<file path="config.mk">
export PLATFORM = sky130hd
export DESIGN_NAME = dmem_arbiter
export DESIGN_NICKNAME = d
export VERILOG_FILES = /design/src/rtl/dmem_arbiter.sv
export SDC_FILE = /design/constraint.sdc
export NUM_CORES = 1
export LEC_CHECK = 0
export CORE_AREA = 5 5 115 117
export DETAILED_ROUTE_END_ITERATION = 6
export DIE_AREA = 0 0 120 122
export GPL_TIMING_DRIVEN = 0
export PLACE_DENSITY = 0.76
export SYNTH_ARGS = -nofsm -noshare
export SYNTH_HDL_FRONTEND = slang
export SYNTH_SLANG_ARGS = --single-unit
</file>
<file path="constraint.sdc">
create_clock -name clk -period 1.9 [get_ports clk]
set_input_delay 0.57 -clock clk [delete_from_list [all_inputs] [get_ports clk]]
set_output_delay 0.57 -clock clk [all_outputs]
set_load 0.005 [all_outputs]
</file>
<file path="src/rtl/dmem_arbiter.sv">
// dmem_arbiter: two-port round-robin arbiter/sequencer in front of a single-port data memory.
// Define DMEM_ARB_FIXED_PRIO_EN to make port 0 win simultaneous requests instead of round robin.
module dmem_arbiter #(
    parameter int ADDR_W   = 32,
    parameter int DATA_W   = 32,
    parameter int LOCK_MAX = 4
) (
    input  logic              clk,
    input  logic              rst,
    input  logic              m0_req,
    input  logic              m0_we,
    input  logic              m0_lock,
    input  logic [ADDR_W-1:0] m0_addr,
    input  logic [DATA_W-1:0] m0_wdata,
    output logic              m0_gnt,
    output logic              m0_rvalid,
    output logic              m0_err,
    output logic [DATA_W-1:0] m0_rdata,
    input  logic              m1_req,
    input  logic              m1_we,
    input  logic              m1_lock,
    input  logic [ADDR_W-1:0] m1_addr,
    input  logic [DATA_W-1:0] m1_wdata,
    output logic              m1_gnt,
    output logic              m1_rvalid,
    output logic              m1_err,
    output logic [DATA_W-1:0] m1_rdata,
    output logic              mem_we,
    output logic              mem_re,
    output logic [ADDR_W-1:0] mem_addrs,
    output logic [DATA_W-1:0] mem_data,
    input  logic [DATA_W-1:0] mem_data_out
);
    typedef enum logic [1:0] {IDLE, SERVE0, SERVE1} state_t;
    localparam int CW = $clog2(LOCK_MAX + 1);

    state_t            state_q, state_d;
    logic              last_q, last_d;
    logic [CW-1:0]     lock_cnt_q, lock_cnt_d;
    logic              rvalid0_q, rvalid1_q, err0_q, err1_q;
    logic [DATA_W-1:0] rdata0_q, rdata1_q;
    logic              serve, sel, we_s, lock_s, req_s, aligned, load_ok, pick;
    logic [ADDR_W-1:0] addr_s;
    logic [DATA_W-1:0] wdata_s;

    assign serve   = state_q != IDLE;
    assign sel     = state_q == SERVE1;
    assign addr_s  = sel ? m1_addr : m0_addr;
    assign wdata_s = sel ? m1_wdata : m0_wdata;
    assign we_s    = sel ? m1_we : m0_we;
    assign lock_s  = sel ? m1_lock : m0_lock;
    assign req_s   = sel ? m1_req : m0_req;
    assign aligned = addr_s[1:0] == 2'b00;
    assign load_ok = serve & ~we_s & aligned;

    assign m0_gnt    = state_q == SERVE0;
    assign m1_gnt    = sel;
    assign m0_rvalid = rvalid0_q;
    assign m1_rvalid = rvalid1_q;
    assign m0_err    = err0_q;
    assign m1_err    = err1_q;
    assign m0_rdata  = rdata0_q;
    assign m1_rdata  = rdata1_q;

    // Strobes are gated by rst so a store cannot commit in a reset cycle.
    assign mem_we    = serve & we_s & aligned & ~rst;
    assign mem_re    = load_ok & ~rst;
    assign mem_addrs = serve ? addr_s : '0;
    assign mem_data  = serve ? wdata_s : '0;

`ifdef DMEM_ARB_FIXED_PRIO_EN
    assign pick = ~m0_req;
`else
    assign pick = (m0_req & m1_req) ? ~last_q : m1_req;
`endif

    always_comb begin
        state_d    = state_q;
        last_d     = last_q;
        lock_cnt_d = lock_cnt_q;
        if (!serve) begin
            if (m0_req | m1_req) begin
                state_d = pick ? SERVE1 : SERVE0;
                last_d  = pick;
            end
        end else if (lock_s & req_s & (lock_cnt_q < CW'(LOCK_MAX - 1))) begin
            lock_cnt_d = lock_cnt_q + 1'b1;
        end else begin
            state_d    = IDLE;
            lock_cnt_d = '0;
        end
    end

    always_ff @(posedge clk) begin
        if (rst) begin
            state_q    <= IDLE;
            last_q     <= 1'b1;
            lock_cnt_q <= '0;
            rvalid0_q  <= 1'b0;
            rvalid1_q  <= 1'b0;
            err0_q     <= 1'b0;
            err1_q     <= 1'b0;
            rdata0_q   <= '0;
            rdata1_q   <= '0;
        end else begin
            state_q    <= state_d;
            last_q     <= last_d;
            lock_cnt_q <= lock_cnt_d;
            rvalid0_q  <= m0_gnt;
            rvalid1_q  <= m1_gnt;
            err0_q     <= m0_gnt & ~aligned;
            err1_q     <= m1_gnt & ~aligned;
            if (m0_gnt & load_ok) rdata0_q <= mem_data_out;
            if (m1_gnt & load_ok) rdata1_q <= mem_data_out;
        end
    end
endmodule

</file>
# After elaboration in Yosys (flattened, before gate mapping)
# Cells that the tools add are included.
[op_classes]
add_sub_neg = 1
bitwise_logic = 19
magnitude_cmp = 1
eq_ne = 3
reduce_logical = 5
mux = 13
[op_table]
columns = ["op", "count"]
rows = [
  ["32-bit 2-to-1 mux", 4],
  ["1-bit AND", 13],
  ["2-bit 2-to-1 mux", 4],
  ["1-bit NOT", 5],
  ["1-bit 2-to-1 mux", 4],
  ["2-bit AND reduction", 2],
  ["2-bit nonzero test", 2],
  ["3-bit by 1-bit adder with 3-bit output (second input constant)", 1],
  ["3-bit by 2-bit less-than comparator with 1-bit output (second input constant)", 1],
  ["3-bit 2-to-1 mux", 1],
  ["2-bit by 1-bit equality test with 1-bit output (second input constant)", 1],
  ["2-bit equality test (second input constant)", 1],
  ["2-bit logical NOT", 1],
  ["2-bit inequality test (second input constant)", 1],
  ["1-bit OR", 1],
]
[word_totals]
elab_cells = 51
reg_bits = 74
input_bits = 168
out_inout_bits = 136

# Depth between registers and ports, before layout
# Gate-level depths: netlist (run 1).
[depth]
depth_word = 6
mapped_depth = 6
mapped_depth_nobuf = 4

# Least setup slack after synthesis (run 1)
# No wires, ideal clock.
[synth_timing]
path_kind = "flip-flop to output port"
from = "register state_q[1]"
to = "output port mem_addrs[10]"
setup_slack_ns = 0.093
path_buffers = 3
path_stages_with_launch = 7
arrival_time_ns = 1.237
t_required_ns = 1.330
cell_sequence = "dfxtp_1 > buf_6 > or2b_1 > inv_1 > buf_4 > buf_4 > a22o_1"
[synth_via]
elab_chain_cells = 3
elab_cells_between_ends = 4
cone_classes = "1 x eq/ne; 2 x mux; 1 x reduce/logical"
[synth_lines]
columns = ["element", "line_no", "rtl"]
rows = [
  ["from (decl)", "37", "state_t state_q, state_d;"],
  ["from (signal assigned)", "106", "state_q <= state_d;"],
  ["2-bit equality test", "47", "assign sel = state_q == SERVE1;"],
  ["32-bit 2-to-1 mux", "48", "assign addr_s = sel ? m1_addr : m0_addr;"],
  ["32-bit 2-to-1 mux *", "68", "assign mem_addrs = serve ? addr_s : '0;"],
  ["to (decl)", "30", "output logic [ADDR_W-1:0] mem_addrs,"],
]
# Mark *: on every way between the ends. The rest lies on a longest branch, timed or not.

# Worst setup path in the final report (run 1)
[layout_timing]
from = "register state_q[1]"
to = "output port mem_addrs[12]"
# The elaborated chain is that of the path after synthesis.

==> flow_summary_export.csv, run 1 <==
group,metric,value,unit
placed_design,post-place-ws,-1240,ps
timing,rsz0062_at_grt,"true",
cells_and_area,diodes,0,
power_and_ir_drop,p_leak,0.00286,uW
cells_and_area,finalNetCount,938,
global_route,grt_max_degree,12,
power_and_ir_drop,ir_drop,0.000410,V
clocking,htree_levels,3,
synthesis,netlist-cell-type-count,33,
timing,slew_violations,0,
global_route,grt_pass1_vias,4992,
cells_and_area,nFillCells,1113,
synthesis,yosysTopAreaCellShare,41.8,%
timing,worstMarginPinSlew,565,ps
setup_path,critPathKind,"reg2out",
synthesis,ys_top_cells_by_area,"dfxtp_1 (42%), a22o_1 (16%), a21oi_1 (9.6%), nand3_1 (9.0%), o21ai_0 (4.8%)",
timing,max_slew_margin,62.0,%
synthesis,yosysTopAreaCell,"dfxtp_1",
clocking,cts_tree,"yes",
timing,fin_ws,-369,ps
floorplan,die_h,122,microns
min_path,hold_class,"reg2reg",
run,maxCapViolCount,0,
setup_path,cp-end-kind,"output port",
setup_path,setup.worst_path.start_class,"flop",
clocking,clk_path_buf_depth,2,
clocking,cts.clk_slew.worst_paths,50,ps
setup_path,arrival,1700,ps
setup_path,crit_required,1330,ps
timing,setup-violations-final,67,
synthesis,synth_nets,587,
synthesis,syn_area_per_cell,8.48,sq um
timing,layout_min_cycle_time,2270,ps
cells_and_area,drive_above_1_share,20.7,%
route,drt-total-wl,18500,microns
synthesis,ys_warn_count,0,
route,drt-initial-drc-count,411,
synthesis,syn_area,0.00354,sq mm
clocking,insertion_delay,330,ps
global_route,gr-total-overflow,0,
timing,final.period_utilization,119,%
placed_design,place.gp.congestion,0.866,
cells_and_area,layout_commonest_cell,"clkdlybuf4s50_1",
synthesis,synth_seq_area_share,41.8,%
placed_design,io_buffers,302,
floorplan,die_width,120,microns
global_route,antenna_found_initial,1,
timing,clock.fmax,0.441,GHz
synthesis,ys_ff_latch,74,
floorplan,start_util,28.9,%
cells_and_area,areaGrowthSynthToFinish,106,%
floorplan,ioPinCount,304,
global_route,grt_pass1_wl,27000,microns
synthesis,synth-edff-count,0,
timing,fin_hold_ws,478,ps
outcome,outcome,"complete, but fails checks",
outcome,violations,"DRC, setup timing",
setup_path,cp_max_fo,6,
clocking,cts_hold_buf,0,
clocking,cts_root_buffer,"clkbuf_16",
clocking,clock_sinks,74,
timing,finalHoldViolations,0,
placed_design,hpwl,14600,microns
route,dr.pass1.iters,7,
synthesis,synthFlopType,"dfxtp_1",
power_and_ir_drop,power.density,594,mW/mm^2
cells_and_area,layout_common_cells,"clkdlybuf4s50_1 (228), dfxtp_1 (72), buf_2 (71)",
route,drc,2,
route,wire_per_inst,20.0,microns
floorplan,die-area,0.0146,sq mm
floorplan,core,0.0123,sq mm
timing,skew,6.57,ps
route,routed-via-count,4852,
synthesis,syn_inst,418,
route,drtAntennaViolNets,0,
route,via_per_inst,5.25,
power_and_ir_drop,total_power,4320,uW
synthesis,async_flop_share,0,%
floorplan,rows,41,
global_route,track_usage,23.6,%
clocking,cts_made_buffers,9,
-- synthesized netlist by cell type (3+ instances only) --
| cell type | instances |
|---|---|
| nand3_1 | 64 |
| o21ai_0 | 34 |
| nor3_1 | 4 |
| dfxtp_1 | 74 |
| clkbuf_1 | 27 |
| buf_2 | 12 |
| buf_6 | 4 |
| a21oi_1 | 68 |
| a22o_1 | 65 |
| nor2_1 | 4 |
| o21ai_1 | 29 |
| buf_4 | 5 |
| nor2b_1 | 3 |
| a32o_1 | 4 |
-- worst paths after layout --
path / from / end / slack (ps) / depth (start not counted)
setup / recovery: state_q[1]$_SDFFE_PP0P_ / mem_addrs[12] / -370 / 8
hold / removal: m1_rdata[12]$_SDFFE_PP0P_ / m1_rdata[12]$_SDFFE_PP0P_ / 480 / 2
setup reg to reg: state_q[1]$_SDFFE_PP0P_ / m1_rdata[17]$_SDFFE_PP0P_ / 240 / 5
hold reg to reg: m1_rdata[12]$_SDFFE_PP0P_ / m1_rdata[12]$_SDFFE_PP0P_ / 480 / 2
-- cell families (layout without fill, tap and decap cells) --
kind of cell	Yosys count	count (layout)	synth area share [%]
buf+inv	50	406	7.10
mux	1	1	0.282
fa+ha+maj	1	1	0.353
flops	74	74	41.8
compound gates	206	206	37.1
simple gates	86	86	13.3
-- area by class of cell --
| class | count | area (sq um) | area share, % |
|---|---|---|---|
| buffer | 46 | 332 | 4.55 |
| sequential | 74 | 1490 | 20.4 |
| clock buffer | 14 | 254 | 3.49 |
| tap | 150 | 188 | 2.58 |
| timing repair buffer | 342 | 3150 | 43.2 |
| multi-input combinational | 294 | 1850 | 25.4 |
| inverter | 2 | 12.5 | 0.172 |
| clock inverter | 2 | 12.5 | 0.172 |
-- critical path, cell delays in order (launching register included) --
cell and delay [ps]:
dfxtp_2 310, or2b_4 220, inv_6 40, buf_8 120, buf_12 120, buf_8 120, buf_6 120, a22o_1 190
buf_2 130
-- report_power, final --
group	switching, uW	leakage (uW)	total (uW)	internal, uW
Combinational	480	0.00213	1200	724
Clock	608	0.000127	1530	919
Sequential	14.7	0.000598	1590	1580
Total	1100	0.00286	4320	3220
-- registers in the layout, summed over array words and instances, names as in the netlist --
signal / cells
m0_rdata: 32
last_q: 1
m0_rvalid: 1
lock_cnt_q: 3
m0_err: 1
m1_err: 1
m1_rvalid: 1
state_q: 2
m1_rdata: 32
-- timing repair --
item / in CTS / in global routing
endpoints found under the setup margin: 124 / 68
cloned: 3 / 1
resized for setup: 341 / 20
buffers inserted: 27 / 9
pin swaps: 54 / 12
-- metal layers --
metal | global-route usage, % | vias to the layer above | part of all wire, %
met4 | 9.95 | 2 | 3.0
met2 | 43.2 | 255 | 51
li1 | - | 2289 | -
met5 | 0 | - | 0.070
met3 | 7.85 | 40 | 9.6
met1 | 24.7 | 2266 | 36
-- through the flow --
| step | setup TNS [ps] | util [%] | instances | area, sq um |
|---|---|---|---|---|
| after CTS | -24460 | 58.5 | 916 | 7170 |
| after floorplan | 0 | - | 418 | 3540 |
| after global routing | -22720 | 59.4 | 924 | 7280 |
| final | -18910 | 59.4 | 924 | 7280 |
| after global placement | -65250 | 55.1 | 870 | 6750 |
| after detailed placement | -67940 | 55.1 | 870 | 6750 |
No activity file was read; power rests on OpenSTA's default activity.
==> inputs of run 2 (changes only) <==
- CAP_MARGIN: default -> 20
==> results of run 2 <==
The final DEF is identical to that of run 1; final timing and power are the same.
